[config.mk]
export PLATFORM = sky130hd
export DESIGN_NAME = adder_arbiter_flat
export DESIGN_NICKNAME = d
export VERILOG_FILES = /design/src/rtl/adder_arbiter_pkg.sv /design/src/rtl/adder_arbiter_if.sv /design/src/rtl/adder.sv /design/src/rtl/adder_arbiter_rr_picker.sv /design/src/rtl/adder_arbiter.sv /design/src/flat_wrapper.sv
export SDC_FILE = /design/constraint.sdc
export NUM_CORES = 1
export LEC_CHECK = 0
export ABC_AREA = 1
export BUFFER_PORTS_ARGS = -buffer_cell sky130_fd_sc_hd__buf_2
export CAP_MARGIN = 20
export CORE_AREA = 2 2 232 234
export DETAILED_ROUTE_END_ITERATION = 6
export DIE_AREA = 0 0 234 236
export MAX_ROUTING_LAYER = met4
export SYNTH_ARGS = -nofsm -noshare
export SYNTH_HDL_FRONTEND = slang
export SYNTH_HIERARCHICAL = 1
export SYNTH_SLANG_ARGS = --single-unit
[constraint.sdc]
create_clock -name i_clk -period 40.7 [get_ports i_clk]
set_clock_uncertainty 0.05 [all_clocks]
set_input_delay 2.035 -clock i_clk [delete_from_list [all_inputs] [get_ports i_clk]]
set_output_delay 2.035 -clock i_clk [all_outputs]
set_load 0.005 [all_outputs]
[src/rtl/adder_arbiter_pkg.sv]
// -----------------------------------------------------------------------------
// adder_arbiter_pkg
//   Shared types and helpers for the adder arbiter slice.
//   - state_e    : controller states (IDLE -> EXEC -> RESP -> IDLE)
//   - id_width   : requester ID width, at least 1 bit even for a single client
//   - next_ptr   : round-robin pointer advance with wrap to 0
// -----------------------------------------------------------------------------
package adder_arbiter_pkg;

  typedef enum logic [1:0] {
    IDLE = 2'd0,
    EXEC = 2'd1,
    RESP = 2'd2
  } state_e;

  function automatic int id_width(input int num_req);
    return (num_req > 1) ? $clog2(num_req) : 1;
  endfunction

  // Pointer moves to the slot just after the winner; NUM_REQ=1 stays at 0.
  function automatic int next_ptr(input int ptr, input int num_req);
    return (ptr >= num_req - 1) ? 0 : ptr + 1;
  endfunction

endpackage

[src/rtl/adder_arbiter_if.sv]
// -----------------------------------------------------------------------------
// adder_arbiter_if
//   Request/response bundle between ALU-lite clients and the adder arbiter.
//   Signal names keep the arbiter's point of view (i_* driven by clients,
//   o_* driven by the arbiter).
//   Request side : i_req_valid, i_req_a, i_req_b, i_req_carry_in, o_req_ready
//   Response side: o_resp_valid, i_resp_ready, o_resp_id, o_resp_s,
//                  o_resp_carry_out, o_resp_overflow (only with
//                  ADDER_ARBITER_OVERFLOW_EN defined)
//   Modports: master = client side, slave = arbiter side.
// -----------------------------------------------------------------------------
interface adder_arbiter_if
  import adder_arbiter_pkg::*;
#(
  parameter int N       = 64,
  parameter int NUM_REQ = 4,
  parameter int ID_W    = id_width(NUM_REQ)
);

  logic [NUM_REQ-1:0]        i_req_valid;
  logic [NUM_REQ-1:0][N-1:0] i_req_a;
  logic [NUM_REQ-1:0][N-1:0] i_req_b;
  logic [NUM_REQ-1:0]        i_req_carry_in;
  logic [NUM_REQ-1:0]        o_req_ready;

  logic                      o_resp_valid;
  logic                      i_resp_ready;
  logic [ID_W-1:0]           o_resp_id;
  logic [N-1:0]              o_resp_s;
  logic                      o_resp_carry_out;
`ifdef ADDER_ARBITER_OVERFLOW_EN
  logic                      o_resp_overflow;

  modport master (
    output i_req_valid, i_req_a, i_req_b, i_req_carry_in, i_resp_ready,
    input  o_req_ready, o_resp_valid, o_resp_id, o_resp_s, o_resp_carry_out,
           o_resp_overflow
  );

  modport slave (
    input  i_req_valid, i_req_a, i_req_b, i_req_carry_in, i_resp_ready,
    output o_req_ready, o_resp_valid, o_resp_id, o_resp_s, o_resp_carry_out,
           o_resp_overflow
  );
`else
  modport master (
    output i_req_valid, i_req_a, i_req_b, i_req_carry_in, i_resp_ready,
    input  o_req_ready, o_resp_valid, o_resp_id, o_resp_s, o_resp_carry_out
  );

  modport slave (
    input  i_req_valid, i_req_a, i_req_b, i_req_carry_in, i_resp_ready,
    output o_req_ready, o_resp_valid, o_resp_id, o_resp_s, o_resp_carry_out
  );
`endif

endinterface

[src/rtl/adder.sv]
// -----------------------------------------------------------------------------
// adder
//   Team N-bit adder, generate/propagate formulation. Purely combinational.
//   i_a, i_b      : operands (N bits)
//   i_carry_in    : carry into bit 0
//   o_s           : sum modulo 2^N
//   o_carry_out   : carry out of bit N-1
// -----------------------------------------------------------------------------
module adder #(
  parameter int N = 64
) (
  input  logic [N-1:0] i_a,
  input  logic [N-1:0] i_b,
  input  logic         i_carry_in,
  output logic [N-1:0] o_s,
  output logic         o_carry_out
);

  logic [N-1:0] gen;
  logic [N-1:0] prop;

  assign gen  = i_a & i_b;
  assign prop = i_a ^ i_b;

  always_comb begin : carry_chain
    logic c;
    // NOTE: every output of a combinational block gets a value before any
    // conditional or loop touches it, so no path leaves it holding state.
    o_s = '0;
    c   = i_carry_in;
    for (int i = 0; i < N; i++) begin
      o_s[i] = prop[i] ^ c;
      c      = gen[i] | (prop[i] & c);
    end
    o_carry_out = c;
  end

endmodule

[src/rtl/adder_arbiter_rr_picker.sv]
// -----------------------------------------------------------------------------
// rr_picker
//   Round-robin winner selection, purely combinational.
//   i_valid : request vector
//   i_ptr   : index with highest priority this round (< NUM_REQ)
//   o_grant : one-hot winner, all zero when nothing is valid
//   o_idx   : binary index of the winner (0 when nothing is valid)
//   The scan starts at i_ptr and wraps modulo NUM_REQ.
// -----------------------------------------------------------------------------
module rr_picker #(
  parameter int NUM_REQ = 4,
  parameter int ID_W    = 2
) (
  input  logic [NUM_REQ-1:0] i_valid,
  input  logic [ID_W-1:0]    i_ptr,
  output logic [NUM_REQ-1:0] o_grant,
  output logic [ID_W-1:0]    o_idx
);

  always_comb begin : scan
    logic found;
    int   j;
    o_grant = '0;
    o_idx   = '0;
    found   = 1'b0;
    j       = 0;
    for (int k = 0; k < NUM_REQ; k++) begin
      j = int'(i_ptr) + k;
      if (j >= NUM_REQ) j = j - NUM_REQ;
      if (!found && i_valid[j]) begin
        found      = 1'b1;
        o_grant[j] = 1'b1;
        o_idx      = ID_W'(j);
      end
    end
  end

endmodule

[src/rtl/adder_arbiter.sv]
// -----------------------------------------------------------------------------
// adder_arbiter
//   Shares one `adder` between NUM_REQ requesters. A round-robin picker grants
//   one request in IDLE, operands are registered, EXEC drives them through the
//   adder and registers the result, RESP holds it on a valid/ready channel.
//   Minimum occupancy is three cycles per operation; no overlap.
//
//   Ports:
//     i_clk : clock, all state on the rising edge
//     i_rst : synchronous, active-high reset (also masks ready/valid outputs)
//     bus   : adder_arbiter_if.slave carrying the request and response channels
//
//   Build option: ADDER_ARBITER_OVERFLOW_EN adds bus.o_resp_overflow, the
//   two's-complement overflow of the stored operation.
// -----------------------------------------------------------------------------
module adder_arbiter
  import adder_arbiter_pkg::*;
#(
  parameter int N       = 64,
  parameter int NUM_REQ = 4
) (
  input  logic           i_clk,
  input  logic           i_rst,
  adder_arbiter_if.slave bus
);

  localparam int ID_W = id_width(NUM_REQ);

  state_e              state_q, state_d;
  logic [ID_W-1:0]     ptr_q,   ptr_d;
  logic [N-1:0]        a_q,     a_d;
  logic [N-1:0]        b_q,     b_d;
  logic                cin_q,   cin_d;
  logic [ID_W-1:0]     id_q,    id_d;
  logic [N-1:0]        s_q,     s_d;
  logic                cout_q,  cout_d;
`ifdef ADDER_ARBITER_OVERFLOW_EN
  logic                ovf_q,   ovf_d;
`endif

  logic [NUM_REQ-1:0]  grant;
  logic [ID_W-1:0]     win_idx;
  logic [N-1:0]        add_s;
  logic                add_cout;
  logic                req_fire;

  rr_picker #(
    .NUM_REQ (NUM_REQ),
    .ID_W    (ID_W)
  ) u_picker (
    .i_valid (bus.i_req_valid),
    .i_ptr   (ptr_q),
    .o_grant (grant),
    .o_idx   (win_idx)
  );

  // Adder sees only the operand registers, so late operand changes by the
  // client cannot leak into the result.
  adder #(
    .N (N)
  ) u_adder (
    .i_a         (a_q),
    .i_b         (b_q),
    .i_carry_in  (cin_q),
    .o_s         (add_s),
    .o_carry_out (add_cout)
  );

  assign bus.o_req_ready = (state_q == IDLE && !i_rst) ? grant : '0;
  assign req_fire        = |(bus.i_req_valid & bus.o_req_ready);

  always_comb begin
    state_d = state_q;
    ptr_d   = ptr_q;
    a_d     = a_q;
    b_d     = b_q;
    cin_d   = cin_q;
    id_d    = id_q;
    s_d     = s_q;
    cout_d  = cout_q;
`ifdef ADDER_ARBITER_OVERFLOW_EN
    ovf_d   = ovf_q;
`endif
    case (state_q)
      IDLE: begin
        if (req_fire) begin
          a_d     = bus.i_req_a[win_idx];
          b_d     = bus.i_req_b[win_idx];
          cin_d   = bus.i_req_carry_in[win_idx];
          id_d    = win_idx;
          ptr_d   = ID_W'(next_ptr(int'(win_idx), NUM_REQ));
          state_d = EXEC;
        end
      end
      EXEC: begin
        s_d     = add_s;
        cout_d  = add_cout;
`ifdef ADDER_ARBITER_OVERFLOW_EN
        ovf_d   = (a_q[N-1] == b_q[N-1]) && (add_s[N-1] != a_q[N-1]);
`endif
        state_d = RESP;
      end
      RESP: begin
        if (bus.i_resp_ready) state_d = IDLE;
      end
      default: state_d = IDLE;
    endcase
  end

  // NOTE: state registers take non-blocking assignments so every flop
  // samples the pre-edge values regardless of statement order.
  always_ff @(posedge i_clk) begin
    if (i_rst) begin
      state_q <= IDLE;
      ptr_q   <= '0;
      a_q     <= '0;
      b_q     <= '0;
      cin_q   <= 1'b0;
      id_q    <= '0;
      s_q     <= '0;
      cout_q  <= 1'b0;
`ifdef ADDER_ARBITER_OVERFLOW_EN
      ovf_q   <= 1'b0;
`endif
    end else begin
      state_q <= state_d;
      ptr_q   <= ptr_d;
      a_q     <= a_d;
      b_q     <= b_d;
      cin_q   <= cin_d;
      id_q    <= id_d;
      s_q     <= s_d;
      cout_q  <= cout_d;
`ifdef ADDER_ARBITER_OVERFLOW_EN
      ovf_q   <= ovf_d;
`endif
    end
  end

  assign bus.o_resp_valid     = (state_q == RESP) && !i_rst;
  assign bus.o_resp_id        = id_q;
  assign bus.o_resp_s         = s_q;
  assign bus.o_resp_carry_out = cout_q;
`ifdef ADDER_ARBITER_OVERFLOW_EN
  assign bus.o_resp_overflow  = ovf_q;
`endif

endmodule

[src/flat_wrapper.sv]
// flat-port wrapper written by rule: the top's interface ports become plain ports
module adder_arbiter_flat import adder_arbiter_pkg::*;
#(
  parameter int N       = 64,
  parameter int NUM_REQ = 4
)
  (i_clk, i_rst, bus_i_req_valid, bus_i_req_a, bus_i_req_b, bus_i_req_carry_in, bus_i_resp_ready, bus_o_req_ready, bus_o_resp_valid, bus_o_resp_id, bus_o_resp_s, bus_o_resp_carry_out);
  adder_arbiter_if #(.N(N), .NUM_REQ(NUM_REQ)) bus_i ();
  input  logic i_clk;
  input  logic i_rst;
  input wire logic [$bits(bus_i.i_req_valid)-1:0] bus_i_req_valid;
  input wire logic [$bits(bus_i.i_req_a)-1:0] bus_i_req_a;
  input wire logic [$bits(bus_i.i_req_b)-1:0] bus_i_req_b;
  input wire logic [$bits(bus_i.i_req_carry_in)-1:0] bus_i_req_carry_in;
  input wire logic [$bits(bus_i.i_resp_ready)-1:0] bus_i_resp_ready;
  output wire logic [$bits(bus_i.o_req_ready)-1:0] bus_o_req_ready;
  output wire logic [$bits(bus_i.o_resp_valid)-1:0] bus_o_resp_valid;
  output wire logic [$bits(bus_i.o_resp_id)-1:0] bus_o_resp_id;
  output wire logic [$bits(bus_i.o_resp_s)-1:0] bus_o_resp_s;
  output wire logic [$bits(bus_i.o_resp_carry_out)-1:0] bus_o_resp_carry_out;
  assign bus_i.i_req_valid = bus_i_req_valid;
  assign bus_i.i_req_a = bus_i_req_a;
  assign bus_i.i_req_b = bus_i_req_b;
  assign bus_i.i_req_carry_in = bus_i_req_carry_in;
  assign bus_i.i_resp_ready = bus_i_resp_ready;
  assign bus_o_req_ready = bus_i.o_req_ready;
  assign bus_o_resp_valid = bus_i.o_resp_valid;
  assign bus_o_resp_id = bus_i.o_resp_id;
  assign bus_o_resp_s = bus_i.o_resp_s;
  assign bus_o_resp_carry_out = bus_i.o_resp_carry_out;
  adder_arbiter #(.N(N), .NUM_REQ(NUM_REQ)) u_core (.i_clk(i_clk), .i_rst(i_rst), .bus(bus_i));
endmodule
Yosys cells after proc, flatten, opt, wreduce, memory -nomap -nowiden
Cells that the tools add are included.

Bits in registers: 200. Input bits: 523. Output and inout bits: 72. Word-level logic and storage cells: 295.

Add/subtract/negate cells: 8. $lt $le $gt $ge: 14. Equal/unequal tests: 4. Multiplexer cells: 46. Bitwise operators: 198. Reductions and logical operators: 17.

Operator list (count): $bmux W64 S2 (2); $ge A32 B1 Y1 const B (4); $lt A32 B4 Y1 const B (4); $mux W32 (4); $mux W64 (2); $and A1 B1 Y1 (64); $and A64 B64 Y64 (1); $or A1 B1 Y1 (64); $xor A1 B1 Y1 (64); $xor A64 B64 Y64 (1); $mux W4 (5); $mux W1 (16); $mux W2 (7); $or A4 B4 Y4 (3); $sub A3 B3 Y4 const B (3); $bmux W1 S2 (5); $ge A3 B3 Y1 const B (3); $logic_and A1 B1 Y1 (9); $demux W1 S2 (4); $add A2 B2 Y3 const B (2); $pmux W2 S3 (1); $and A4 B4 Y4 (1); $logic_not A1 Y1 (4); $reduce_and A2 Y1 (2); 12 further kinds (12).

Logic depth before layout (Yosys ltp)
Gate-level depths: netlist of the first run.

Depth in word-level cells: 129. Mapped depth: 70. Mapped depth without buffers: 70.

Hierarchy
The synthesis of the first run kept the hierarchy.

Modules (own cells, without submodules): adder_arbiter (instances 1, cells each 2013, area an instance 11758.8 um2, sequential area each 4003.8 um2); adder (instances 1, cells each 74, area an instance 1318.8 um2, sequential area each 0.0 um2); rr_picker (instances 1, cells each 85, area an instance 553.0 um2, sequential area each 0.0 um2).

Least setup slack after synthesis of the first run
No wires, ideal clock.

Kind: register to register. Start point: reg u_core.a_q[0]. End point: reg u_core.s_q[63] (netlist: u_core/bus.o_resp_s[63]). Setup time: 0.065 ns. Data arrival time: 24.689 ns. Slack: 15.896 ns. Cell stages (with the launch flop): 71. Period minus slack after synthesis: 24.804 ns. Cells stage by stage: dfxtp_1 inv_1 fa_1 inv_1 fa_1 fa_1 fa_1 fa_1 fa_1 fa_1 fa_1 fa_1 fa_1 fa_1 fa_1 fa_1 fa_1 fa_1 [... 35 more ...] fa_1 fa_1 fa_1 fa_1 fa_1 fa_1 fa_1 fa_1 fa_1 fa_1 fa_1 fa_1 fa_1 inv_1 fa_1 inv_1 nor2_1 nor2_1.

Cells in the longest elaborated chain, start to end: 128. Elaborated cells on any way between the ends: 129. Classes of those cells: 129 x bitwise.

RTL lines: start: declaration (RTL line adder_arbiter.sv:31) `logic [N-1:0] a_q, a_d;`; start signal: assignment (RTL line adder_arbiter.sv:116) `a_q <= '0;`; start signal: assignment (RTL line adder_arbiter.sv:128) `a_q <= a_d;`; $xor A64 B64 Y64 (RTL line adder.sv:23) `assign prop = i_a ^ i_b;`; $and A1 B1 Y1 (RTL line adder.sv:33) `c = gen[i] | (prop[i] & c);`; $or A1 B1 Y1 (*) (RTL line adder.sv:33); $and A1 B1 Y1 (*) (RTL line adder.sv:33); $or A1 B1 Y1 (*) (RTL line adder.sv:33); $and A1 B1 Y1 (*) (RTL line adder.sv:33); $or A1 B1 Y1 (*) (RTL line adder.sv:33); $and A1 B1 Y1 (*) (RTL line adder.sv:33); [... 113 more ...]; $and A1 B1 Y1 (*) (RTL line adder.sv:33); $or A1 B1 Y1 (*) (RTL line adder.sv:33); $and A1 B1 Y1 (*) (RTL line adder.sv:33); $or A1 B1 Y1 (*) (RTL line adder.sv:33); $and A1 B1 Y1 (*) (RTL line adder.sv:33); $or A1 B1 Y1 (*) (RTL line adder.sv:33); $xor A1 B1 Y1 (*) (RTL line adder.sv:32) `o_s[i] = prop[i] ^ c;`; via u_core.add_s[63] (RTL line adder_arbiter.sv:43) `logic [N-1:0] add_s;`; end signal: assignment (RTL line adder_arbiter.sv:120) `s_q <= '0;`; end signal: assignment (RTL line adder_arbiter.sv:132) `s_q <= s_d;`; end: declaration (RTL line adder_arbiter.sv:35) `logic [N-1:0] s_q, s_d;`.

Mark *: on every way through the listed nets, which the timed path passes. The rest lies on a longest branch. A chain may end at the register's enable or synchronous reset.

Worst setup path in the final report of the first run
Ends and elaborated chain as after synthesis.

==> metrics.md, run 1 <==
| Metric | Value |
|---|---|
| Syn Nets | 2768 |
| TritonRoute pass-1 iters | 5 |
| Fraction of final layout cells sized beyond drive strength 1 | 0.2483 |
| Area of the mapped netlist | 0.01363 mm² |
| IO Port Bufs | 594 |
| Number of fillers in the final layout | 6059 |
| Pin count of the biggest net entering global routing | 182 |
| Floorplan die width | 234 µm |
| Slew headroom | 0.3620 |
| Number of global-route vias before repair | 13720 |
| Count of buffers added by post-CTS timing repair for setup | 0 |
| Endpoint class of the critical path | flop |
| Number of hold-slack violations in the final timing report | 0 |
| Chip Height | 236 µm |
| Remaining antenna violation count after routing | 0 |
| Final Total Pwr | 1.567 mW |
| Cell Rows | 85 |
| Worst reg2reg path endpoint | u_core/bus.o_resp_s[63]$_SDFFE_PP0N_ |
| Count of cell types in the netlist | 30 |
| Static Leak | 9.083 nW |
| Global-route wire length before repair | 76430 µm |
| Class of the tightest hold or removal check | flop to flop |
| Peak clock frequency supported by timing | 38.22 MHz |
| Most common cell on crit path | fa_1 |
| WP data arrival | 26530 ps |
| Shortest clock period the worst path allows after layout | 26170 ps |
| Cells on worst reg2reg path | 70 |
| Largest incremental delay on the critical path | 420 ps |
| Initial DRC count | 796 |
| Die outline area | 0.05522 mm² |
| CP max FO | 2 |
| Actual transition at the worst max-transition pin | 957.1 ps |
| Setup ws final | 14540 ps |
| Final net count | 3246 |
| EDFF count, synth | 0 |
| Clock tree from TritonCTS | done |
| Final HPWL from detailed placement | 40180 µm |
| Proportion of synthesized chip area in sequential cells | 0.2937 |
| Post-Syn Instances | 2172 |
| Critical path start-end classification | flop to flop |
| Avg Inst Size Synth | 6.276 µm² |
| Wire length reported by the detailed router | 52180 µm |
| Launch instance of the worst register-to-register path | u_core/a_q[0]$_SDFFE_PP0P_ |
| Post-detailed-route DRC marker count | 0 |
| Register-to-register setup slack | 14540 ps |
| WP data required | 41060 ps |
| Family with the most delay on the worst path | adder cells |
| Crit path buf inv count | 4 |
| Total global routing overflow | 0 |
| Largest buffer count on any clock path | 2 |
| Minimum setup slack after placement | 14610 ps |
| Core region area | 0.05307 mm² |
| Hold-fix buffers at CTS | 0 |
| Number of buffers created by CTS | 17 |
| Initial cell density of the core | 0.2568 |
| Warnings, synthesis | 6 |
| Number of max-cap violations | 0 |
| Average vias per placed instance | 4.421 |
| Worst Hold Depth | 2 |
| Power density normalized to cell area | 90.38 mW/mm² |
| Clk slew on worst S/H paths | 70 ps |
| Count of vias placed by the detailed router | 14870 |
| Master cell of the clock root buffer | clkbuf_16 |
| Unrepaired setup endpoints after global routing | no |
| Outcome | complete, no violations |
| Max-slew violation count | 0 |
| Fraction of registers with async set or reset after synthesis | 0 |
| Top-Level Pins | 595 |
| GRT Overall Usage | 0.1879 |
| Start point of the worst min-delay path | u_core/bus.o_resp_s[59]$_SDFFE_PP0N_ |
| Hold path endpoint | u_core/bus.o_resp_s[59]$_SDFFE_PP0N_ |
| Top_reg_cell synth | dfxtp_1 |
| Final-report setup violation count | 0 |
| Clock insertion delay at the later pin of the skew report | 480 ps |
| Worst Setup Start Kind | flop |
| Average detailed-routed wire length per instance | 15.52 µm |
| Initial antenna violation count | 19 |
| Final weighted congestion in routability-driven placement | 0.8794 |
| Area growth from synthesis to layout | 27.24% |
| Clock Sinks | 200 |
| Worst setup path startpoint | u_core/a_q[0]$_SDFFE_PP0P_ |
| CP max-delay cell | fa_1 |
| CTS HTree Levels | 4 |
| Maximum vdd ir drop | 0.06844 mV |
| WP depth | 70 |
| Yosys reg bits | 200 |
| Final core area utilization | 0.3268 |
| Post_cts resized | 0 |
| Setup_tns | 0 ps |
| Share of the cycle needed by the critical path after routing | 0.6429 |
-- Yosys cell counts (2+ instances only) --
master    count  share of area
a21boi_0      4         0.0022
a21oi_1       5         0.0018
buf_1         6         0.0017
buf_2        29          0.011
buf_4         9         0.0050
buf_6        36          0.030
clkbuf_1     69          0.019
clkbuf_2      2        0.00073
dfxtp_1     200           0.29
fa_1         64          0.094
ha_1          9         0.0083
inv_1       160          0.044
inv_2         2        0.00055
nand2_1     286          0.079
nand2_2       2        0.00092
nand2_4       2         0.0017
nand2_8       2         0.0029
nand3_1      24         0.0088
nand4_1       4         0.0018
nor2_1      794           0.22
nor2_2        2        0.00092
o21ai_0     278           0.10
o21ai_1     176          0.065
-- state kept, by name, indices dropped and copies added, names as in the netlist --
name and count:
u_core/state_q 2, u_core/a_q 64, u_core/cin_q 1, u_core/bus.o_resp_id 2, u_core/b_q 64, u_core/bus.o_resp_carry_out 1
u_core/ptr_q 2, u_core/bus.o_resp_s 64
-- worst max-delay path by stage --
stage / to / slack, ps
finish: u_core/bus.o_resp_s[63]$_SDFFE_PP0N_ / 14540
detailed placement: u_core/bus.o_resp_s[63]$_SDFFE_PP0N_ / 14610
global route: u_core/bus.o_resp_s[63]$_SDFFE_PP0N_ / 13690
global placement: u_core/bus.o_resp_s[63]$_SDFFE_PP0N_ / 14690
CTS: u_core/bus.o_resp_s[63]$_SDFFE_PP0N_ / 14520
floorplan: u_core/bus.o_resp_s[63]$_SDFFE_PP0N_ / 15900
-- worst reg2reg max path: cells and delay by family (launching register included) --
kind / cells / cell delay, ps
adders and majority gates: 64 / 25370
DFF: 1 / 310
buffers and inverters: 4 / 250
and+or+nand+nor: 2 / 150
-- where the power goes --
group / total [mW] / internal [mW] / switching [mW]
Combinational: 1.08 / 0.336 / 0.742
Clock: 0.178 / 0.0995 / 0.0790
Sequential: 0.311 / 0.264 / 0.0464
-- area by class of cell --
type | count | area (µm²) | share of cell area
Multi-Input combinational cell | 1656 | 8090 | 0.4665
Tap cell | 696 | 870.8 | 0.05021
Timing Repair Buffer | 611 | 3113 | 0.1795
Sequential cell | 200 | 4004 | 0.2309
Clock buffer | 20 | 456.7 | 0.02633
Clock inverter | 11 | 147.6 | 0.008513
Antenna cell | 5 | 12.51 | 0.0007214
Inverter | 164 | 648.1 | 0.03737
-- stage by stage --
step	instances	area [µm²]	hold slack, ps
3_5_place_dp	3327	16730	441.6
6_report	3363	17340	459.9
4_1_cts	3358	17330	462.6
3_3_place_gp	3326	16720	439.1
5_1_grt	3362	17340	489.0
2_1_floorplan	2172	13630	438.8
-- per-layer routing --
metal,routed length (µm),up-vias,GRT usage
met1,21330,6565,0.2102
met2,26260,537,0.3331
li1,-,7700,-
met5,0,-,-
met4,1581,0,0.06866
met3,3010,67,0.03083
-- logic make-up after synthesis --
logic type	share of synthesized area
AND/OR/NAND/NOR	0.3181
AO/OA/AOI/OAI	0.1712
buffers and inverters	0.1147
flip-flops	0.2937
adder cells (fa/ha/maj)	0.1023
-- layout by cell type (no fill, tap or decap), drive strengths merged --
cell type  netlist  routed
buf             81     611
nor2           798     798
nand4            4       4
clkbuf          71      20
clkinv           0       4
dfxtp          200     200
fa              64      64
bufinv           1       4
nand3           25      25
diode            0       5
o21ai          454     454
inv            163     163
a21oi            5       5
nand2          292     292
ha               9       9
a21boi           4       4
o22ai            1       1
clkinvlp         0       4
Note: power is estimated with default switching activity, not from simulation.
==> inputs of run 2 (changes only) <==
Settings changed: CORE_AREA 2 2 232 234 to 2 2 233 235, DIE_AREA 0 0 234 236 to 0 0 235 237.
Clock period 40.7 ns to 23.3 ns, I/O delays scaled along.
==> metrics.md, run 2 (synthesized netlist as in run 1, its figures left out) <==
| Metric | Value |
|---|---|
| Outcome | complete, no violations (unchanged) |
| Start point of the worst min-delay path | u_core/bus.o_resp_s[58]$_SDFFE_PP0N_ (was u_core/bus.o_resp_s[59]$_SDFFE_PP0N_) |
| Maximum vdd ir drop | 0.1494 mV (was 0.06844 mV) |
| Hold path endpoint | u_core/bus.o_resp_s[58]$_SDFFE_PP0N_ (was u_core/bus.o_resp_s[59]$_SDFFE_PP0N_) |
| Final weighted congestion in routability-driven placement | 0.8711 (was 0.8794) |
| Total global routing overflow | 0 (unchanged) |
| Endpoint class of the critical path | flop (unchanged) |
| Met2 Resource Use GR | 0.3217 (was 0.3331) |
| Number of fillers in the final layout | 5998 (was 6059) |
| Master cell of the clock root buffer | clkbuf_16 (unchanged) |
| Number of buffers created by CTS | 17 (unchanged) |
| Fraction of final layout cells sized beyond drive strength 1 | 0.2712 (was 0.2483) |
| Setup ws final | 99.38 ps (was 14540 ps) |
| CP max-delay cell | fa_1 (unchanged) |
| Average vias per placed instance | 4.406 (was 4.421) |
| Most common cell after layout, fill and taps aside | nor2_1 (unchanged) |
| Actual transition at the worst max-transition pin | 1166 ps (was 957.1 ps) |
| Final HPWL from detailed placement | 39850 µm (was 40180 µm) |
| Worst reg2reg path endpoint | u_core/bus.o_resp_s[63]$_SDFFE_PP0N_ (unchanged) |
| Critical path start-end classification | flop to flop (unchanged) |
| Global-route wire length before repair | 78870 µm (was 76430 µm) |
| Count of buffers added by post-CTS timing repair for setup | 0 (unchanged) |
| Combined flip-flop and latch cell area | 0.004004 mm² (unchanged) |
| Number of global-route vias before repair | 14030 (was 13720) |
| Clock insertion delay at the later pin of the skew report | 470 ps (was 480 ps) |
| CTS HTree Levels | 4 (unchanged) |
| WP data arrival | 23560 ps (was 26530 ps) |
| GRT Overall Usage | 0.1890 (was 0.1879) |
| Largest buffer count on any clock path | 2 (unchanged) |
| Minimum setup slack after placement | -1030 ps (was 14610 ps) |
| Average detailed-routed wire length per instance | 15.52 µm (about the same) |
| Cell Rows | 85 (unchanged) |
| Cells on worst reg2reg path | 70 (unchanged) |
| WP data required | 23660 ps (was 41060 ps) |
| Number of hold-slack violations in the final timing report | 0 (unchanged) |
| CP max FO | 2 (unchanged) |
| Final-report setup violation count | 0 (unchanged) |
| Most common cell on crit path | fa_2 (was fa_1) |
| Peak clock frequency supported by timing | 43.10 MHz (was 38.22 MHz) |
| Final net count | 3245 (was 3246) |
| Area growth from synthesis to layout | 28.70% (was 27.24%) |
| Register-to-register setup slack | 100 ps (was 14540 ps) |
| Top-Level Pins | 595 (unchanged) |
| Power density normalized to cell area | 157.6 mW/mm² (was 90.38 mW/mm²) |
| Clk slew on worst S/H paths | 70 ps (about the same) |
| Worst Setup Start Kind | flop (unchanged) |
| Share of the cycle needed by the critical path after routing | 0.9957 (was 0.6429) |
| Floorplan die width | 235 µm (was 234 µm) |
| Commonest non-fill, non-tap cells in the layout | nor2_1, buf_2, nand2_1, o21ai_0, dfxtp_1 (unchanged) |
| Core region area | 0.05328 mm² (was 0.05307 mm²) |
| Largest incremental delay on the critical path | 400 ps (was 420 ps) |
| Remaining antenna violation count after routing | 0 (unchanged) |
| Slew headroom | 0.2228 (was 0.3620) |
| Initial cell density of the core | 0.2558 (was 0.2568) |
| Clock Sinks | 200 (unchanged) |
| Die outline area | 0.05570 mm² (was 0.05522 mm²) |
| Post-detailed-route DRC marker count | 0 (unchanged) |
| Unrepaired setup endpoints after global routing | yes (was no) |
| Wire length reported by the detailed router | 52300 µm (was 52180 µm) |
| Max-slew violation count | 0 (unchanged) |
| Pin count of the biggest net entering global routing | 197 (was 182) |
| Final Total Pwr | 2.765 mW (was 1.567 mW) |
| Family with the most delay on the worst path | adder cells (unchanged) |
| Final core area utilization | 0.3292 (was 0.3268) |
| Crit path buf inv count | 4 (unchanged) |
| Chip Height | 237 µm (was 236 µm) |
| Shortest clock period the worst path allows after layout | 23200 ps (was 26170 ps) |
| Global Route met3 Usage | 0.03870 (was 0.03083) |
| IO Port Bufs | 594 (unchanged) |
| Final cell count without fillers | 3369 (was 3363) |
| Routing usage on met1 | 0.2132 (was 0.2102) |
| WP depth | 70 (unchanged) |
| Worst Hold Depth | 2 (unchanged) |
| Total area of multi-input combinational cells | 0.008243 mm² (was 0.008090 mm²) |
| Initial DRC count | 746 (was 796) |
| Number of cells in the design after placement | 3326 (was 3327) |
| Grt peak-use layer | met2 (unchanged) |
| Static Leak | 8.968 nW (was 9.083 nW) |
| Class of the tightest hold or removal check | flop to flop (unchanged) |
| Clock tree from TritonCTS | done (unchanged) |
| Number of max-cap violations | 0 (unchanged) |
| TritonRoute pass-1 iters | 5 (unchanged) |
| Initial antenna violation count | 19 (unchanged) |
| Launch instance of the worst register-to-register path | u_core/a_q[0]$_SDFFE_PP0P_ (unchanged) |
| Count of vias placed by the detailed router | 14840 (was 14870) |
==> run 2: cell count changes in the layout (fill, tap and decap cells not counted) <==
cell and delta:
inv_6 +3, clkinvlp_4 -2, bufinv_16 +1, buf_4 -2, fa_2 +61, diode_2 +6
buf_12 +1, fa_1 -61, clkbuf_8 -1
==> run 2: timing repair <==
action,CTS,global route
gates resized for setup,23,0
setup endpoints to repair,5,2
hold buffers,0,0
==> run 2: layout make-up <==
type | instances | area share
antenna | 11 | 0.001569
clock buffer | 19 | 0.02525
clock inverter | 13 | 0.01077
inverter | 164 | 0.03694
multi-input combinational | 1656 | 0.4699
sequential | 200 | 0.2282
tap | 696 | 0.04964
timing repair buffer | 610 | 0.1777
==> run 2: power by group <==
part	internal [mW]	switching (mW)	total, mW
sequential	0.461	0.0862	0.548
clock	0.184	0.143	0.327
combinational	0.596	1.29	1.89
==> run 2: per-stage QoR <==
| stage | instance area [µm²] | TNS [ps] | hold WS, ps |
|---|---|---|---|
| after CTS | 17520 | 0 | 466.3 |
| after detailed placement | 16830 | -2766 | 446.5 |
| final | 17540 | 0 | 461.4 |
| after global routing | 17540 | -644.9 | 491.3 |
| after global placement | 16830 | -2450 | 442.7 |
| after floorplan | 13730 | 0 | 438.8 |
==> run 2: worst max path at each step <==
stage / from / end / slack, ps
global placement: u_core/a_q[0]$_SDFFE_PP0P_ / u_core/bus.o_resp_s[63]$_SDFFE_PP0N_ / -950
floorplan: u_core/a_q[0]$_SDFFE_PP0P_ / u_core/bus.o_resp_s[63]$_SDFFE_PP0N_ / 30
finish: u_core/a_q[0]$_SDFFE_PP0P_ / u_core/bus.o_resp_s[63]$_SDFFE_PP0N_ / 100
detailed placement: u_core/a_q[0]$_SDFFE_PP0P_ / u_core/bus.o_resp_s[63]$_SDFFE_PP0N_ / -1030
global route: u_core/b_q[0]$_SDFFE_PP0P_ / u_core/bus.o_resp_s[63]$_SDFFE_PP0N_ / -450
CTS: u_core/a_q[0]$_SDFFE_PP0P_ / u_core/bus.o_resp_s[63]$_SDFFE_PP0N_ / 30
==> run 2: worst reg2reg max path: cells and delay by family (launching register included) <==
family | cells | cell delay, ps
AND/OR/NAND/NOR | 2 | 150
buffers and inverters | 4 | 250
flip-flops | 1 | 310
adder cells (fa/ha/maj) | 64 | 22350
==> run 2: routing by layer <==
| layer | routed length [µm] | share of wire |
|---|---|---|
| met4 | 1674 | 0.032 |
| met1 | 21620 | 0.41 |
| met2 | 26180 | 0.50 |
| met3 | 2824 | 0.054 |
| met5 | 0 | 0 |
==> inputs of run 3 (changes only) <==
Settings changed: ABC_AREA 1 to not set, CORE_AREA 2 2 233 235 to 2 2 231 233, DIE_AREA 0 0 235 237 to 0 0 233 235, SKIP_CTS_REPAIR_TIMING set to 1.
==> metrics.md, run 3 <==
| Metric | Value |
|---|---|
| Setup ws final | -69.82 ps (was 99.38 ps) |
| Biggest area consumer among synthesized cells | dfxtp_1 (unchanged) |
| Total global routing overflow | 0 (unchanged) |
| Endpoint class of the critical path | flop (unchanged) |
| Average detailed-routed wire length per instance | 18.31 µm (was 15.52 µm) |
| Unrepaired setup endpoints after global routing | yes (unchanged) |
| Chip Height | 235 µm (was 237 µm) |
| Cell Rows | 84 (was 85) |
| Clk slew on worst S/H paths | 80 ps (was 70 ps) |
| Top_reg_cell synth | dfxtp_1 (unchanged) |
| Final net count | 2408 (was 3245) |
| Worst setup path startpoint | u_core/a_q[0]$_SDFFE_PP0P_ (unchanged) |
| Violated checks | negative setup slack |
| Number of max-cap violations | 0 (unchanged) |
| IO Port Bufs | 594 (unchanged) |
| Most common cell on crit path | fa_2 (unchanged) |
| Slew headroom | 0.3115 (was 0.2228) |
| Class of the tightest hold or removal check | flop to flop (unchanged) |
| CP max-delay cell | fa_1 (unchanged) |
| Warnings, synthesis | 6 (unchanged) |
| Final-report setup violation count | 1 (was 0) |
| Final HPWL from detailed placement | 34950 µm (was 39850 µm) |
| CP max FO | 2 (unchanged) |
| Clock Sinks | 200 (unchanged) |
| GRT Overall Usage | 0.1707 (was 0.1890) |
| Number of hold-slack violations in the final timing report | 0 (unchanged) |
| Die outline area | 0.05476 mm² (was 0.05570 mm²) |
| Master cell of the clock root buffer | clkbuf_16 (unchanged) |
| Actual transition at the worst max-transition pin | 1033 ps (was 1166 ps) |
| TritonRoute pass-1 iters | 5 (unchanged) |
| Initial antenna violation count | 4 (was 19) |
| Most common cell after layout, fill and taps aside | buf_2 (was nor2_1) |
| Outcome | finished with violations (was complete, no violations) |
| Avg Inst Size Synth | 10.19 µm² (was 6.276 µm²) |
| Initial cell density of the core | 0.2551 (was 0.2558) |
| Largest incremental delay on the critical path | 390 ps (was 400 ps) |
| Worst Setup Start Kind | flop (unchanged) |
| Post-detailed-route DRC marker count | 0 (unchanged) |
| Fraction of final layout cells sized beyond drive strength 1 | 0.4707 (was 0.2712) |
| Core region area | 0.05224 mm² (was 0.05328 mm²) |
| Count of cell types in the netlist | 39 (was 30) |
| Average vias per placed instance | 4.878 (was 4.406) |
| Static Leak | 8.157 nW (was 8.968 nW) |
| Worst Hold Depth | 2 (unchanged) |
| Initial DRC count | 694 (was 746) |
| Count of vias placed by the detailed router | 12280 (was 14840) |
| Cells on worst reg2reg path | 70 (unchanged) |
| Clock insertion delay at the later pin of the skew report | 490 ps (was 470 ps) |
| Fraction of registers with async set or reset after synthesis | 0 (unchanged) |
| Share of the cycle needed by the critical path after routing | 1.003 (was 0.9957) |
| Most used standard cells in the synthesized netlist | dfxtp_1, mux4_2, nor2_1 (was nor2_1, nand2_1, o21ai_0) |
| Area after detailed placement | 0.01684 mm² (was 0.01683 mm²) |
| Number of buffers created by CTS | 17 (unchanged) |
| WP data arrival | 23730 ps (was 23560 ps) |
| Largest cells by area after synthesis | dfxtp_1, mux4_2, fa_1 (was dfxtp_1, nor2_1, o21ai_0) |
| Timing endpoint of the critical path | u_core/bus.o_resp_s[63]$_SDFFE_PP0N_ (unchanged) |
| Floorplan die width | 233 µm (was 235 µm) |
| Top-area cell type share of the netlist area | 0.3004 (was 0.2937) |
| EDFF count, synth | 0 (unchanged) |
| Most numerous cell in the Yosys netlist | dfxtp_1 (was nor2_1) |
| Final weighted congestion in routability-driven placement | 0.8903 (was 0.8711) |
| Critical path start-end classification | flop to flop (unchanged) |
| Design area | 0.01751 mm² (was 0.01754 mm²) |
| Global-route wire length before repair | 69490 µm (was 78870 µm) |
| Post-Syn Instances | 1308 (was 2172) |
| Remaining antenna violation count after routing | 0 (unchanged) |
| Top-Level Pins | 595 (unchanged) |
| Area of the mapped netlist | 0.01333 mm² (was 0.01363 mm²) |
| Proportion of synthesized chip area in sequential cells | 0.3004 (was 0.2937) |
| Setup_tns | -69.82 ps (was 0 ps) |
| Maximum vdd ir drop | 0.05421 mV (was 0.1494 mV) |
| Final core area utilization | 0.3353 (was 0.3292) |
| Syn Nets | 1904 (was 2768) |
| Clock tree from TritonCTS | done (unchanged) |
| CTS HTree Levels | 4 (unchanged) |
| Yosys reg bits | 200 (unchanged) |
| Wire length reported by the detailed router | 46080 µm (was 52300 µm) |
| Largest buffer count on any clock path | 2 (unchanged) |
| Peak clock frequency supported by timing | 42.79 MHz (was 43.10 MHz) |
| Power density normalized to cell area | 104.1 mW/mm² (was 157.6 mW/mm²) |
| Number of global-route vias before repair | 12320 (was 14030) |
| Max-slew violation count | 0 (unchanged) |
| Shortest clock period the worst path allows after layout | 23370 ps (was 23200 ps) |
| Register-to-register setup slack | -70 ps (was 100 ps) |
| Pin count of the biggest net entering global routing | 96 (was 197) |
| Launch instance of the worst register-to-register path | u_core/a_q[0]$_SDFFE_PP0P_ (unchanged) |
| Area growth from synthesis to layout | 31.41% (was 28.70%) |
| WP data required | 23660 ps (about the same) |
| Commonest non-fill, non-tap cells in the layout | buf_2, dfxtp_1, mux4_2, nor2_1 (was nor2_1, buf_2, nand2_1, o21ai_0, dfxtp_1) |
| Worst reg2reg path endpoint | u_core/bus.o_resp_s[63]$_SDFFE_PP0N_ (unchanged) |
==> run 3: worst min-delay path by stage <==
stage | slack (ps) | startpoint | end
2_1_floorplan | 400 | u_core/bus.o_resp_carry_out$_SDFFE_PP0N_ | u_core/bus.o_resp_carry_out$_SDFFE_PP0N_
3_3_place_gp | 390 | u_core/bus.o_resp_s[25]$_SDFFE_PP0N_ | u_core/bus.o_resp_s[25]$_SDFFE_PP0N_
3_5_place_dp | 390 | u_core/bus.o_resp_s[44]$_SDFFE_PP0N_ | u_core/bus.o_resp_s[44]$_SDFFE_PP0N_
4_1_cts | 400 | u_core/bus.o_resp_s[20]$_SDFFE_PP0N_ | u_core/bus.o_resp_s[20]$_SDFFE_PP0N_
5_1_grt | 420 | u_core/bus.o_resp_s[22]$_SDFFE_PP0N_ | u_core/bus.o_resp_s[22]$_SDFFE_PP0N_
6_report | 400 | u_core/bus.o_resp_s[41]$_SDFFE_PP0N_ | u_core/bus.o_resp_s[41]$_SDFFE_PP0N_
==> run 3: cell families (layout without fill, tap and decap cells) <==
family                   Yosys count  after routing  synth area share
flip-flops                       200            200            0.3004
AO/OA/AOI/OAI                    219            219            0.1221
AND/OR/NAND/NOR                  540            540            0.1949
multiplexers                     139            139            0.2299
buffers and inverters            137            654           0.04798
other                              0              4                 0
adder cells (fa/ha/maj)           73             73            0.1046
==> run 3: critical path: cells and delay by family, from the launching register on <==
| kind | cells | cell delay [ps] |
|---|---|---|
| buf+inv | 4 | 220 |
| simple gates | 1 | 50 |
| flops | 1 | 330 |
| compound gates | 1 | 120 |
| fa+ha+maj | 64 | 22500 |
==> run 3: through the flow <==
| step | hold WS, ps | power, mW | cells | setup WS, ps |
|---|---|---|---|---|
| 2_1_floorplan | 402.7 | 1.260 | 1308 | 38.98 |
| 3_3_place_gp | 393.5 | 1.516 | 2480 | -980.5 |
| 3_5_place_dp | 393.4 | 1.540 | 2480 | -1135 |
| 4_1_cts | 404.1 | 1.850 | 2512 | -1227 |
| 5_1_grt | 418.9 | 1.961 | 2517 | -546.3 |
| 6_report | 401.7 | 1.823 | 2517 | -69.82 |
==> run 3: power breakdown <==
group	switching [mW]	internal [mW]	total (mW)
Clock	0.150	0.151	0.301
Sequential	0.0803	0.443	0.523
Combinational	0.520	0.478	0.998
Total	0.750	1.07	1.82
==> run 3: area by class of cell <==
| type | count | area [µm²] |
|---|---|---|
| repair buffers | 608 | 3104 |
| inverters | 14 | 55.05 |
| well taps | 688 | 860.8 |
| fillers | 5266 | 34720 |
| clock inverters | 12 | 118.9 |
| clock buffers | 20 | 446.7 |
| diodes | 4 | 10.01 |
| flip-flops and latches | 200 | 4005 |
| multi-input cells | 971 | 8911 |
==> run 3: routing by layer <==
layer	routed length [µm]	track usage	vias to the layer above
li1	-	-	5763
met1	18890	0.2004	6050
met2	23640	0.2937	427
met3	2824	0.03580	37
met4	730	0.04729	0
met5	0	-	-
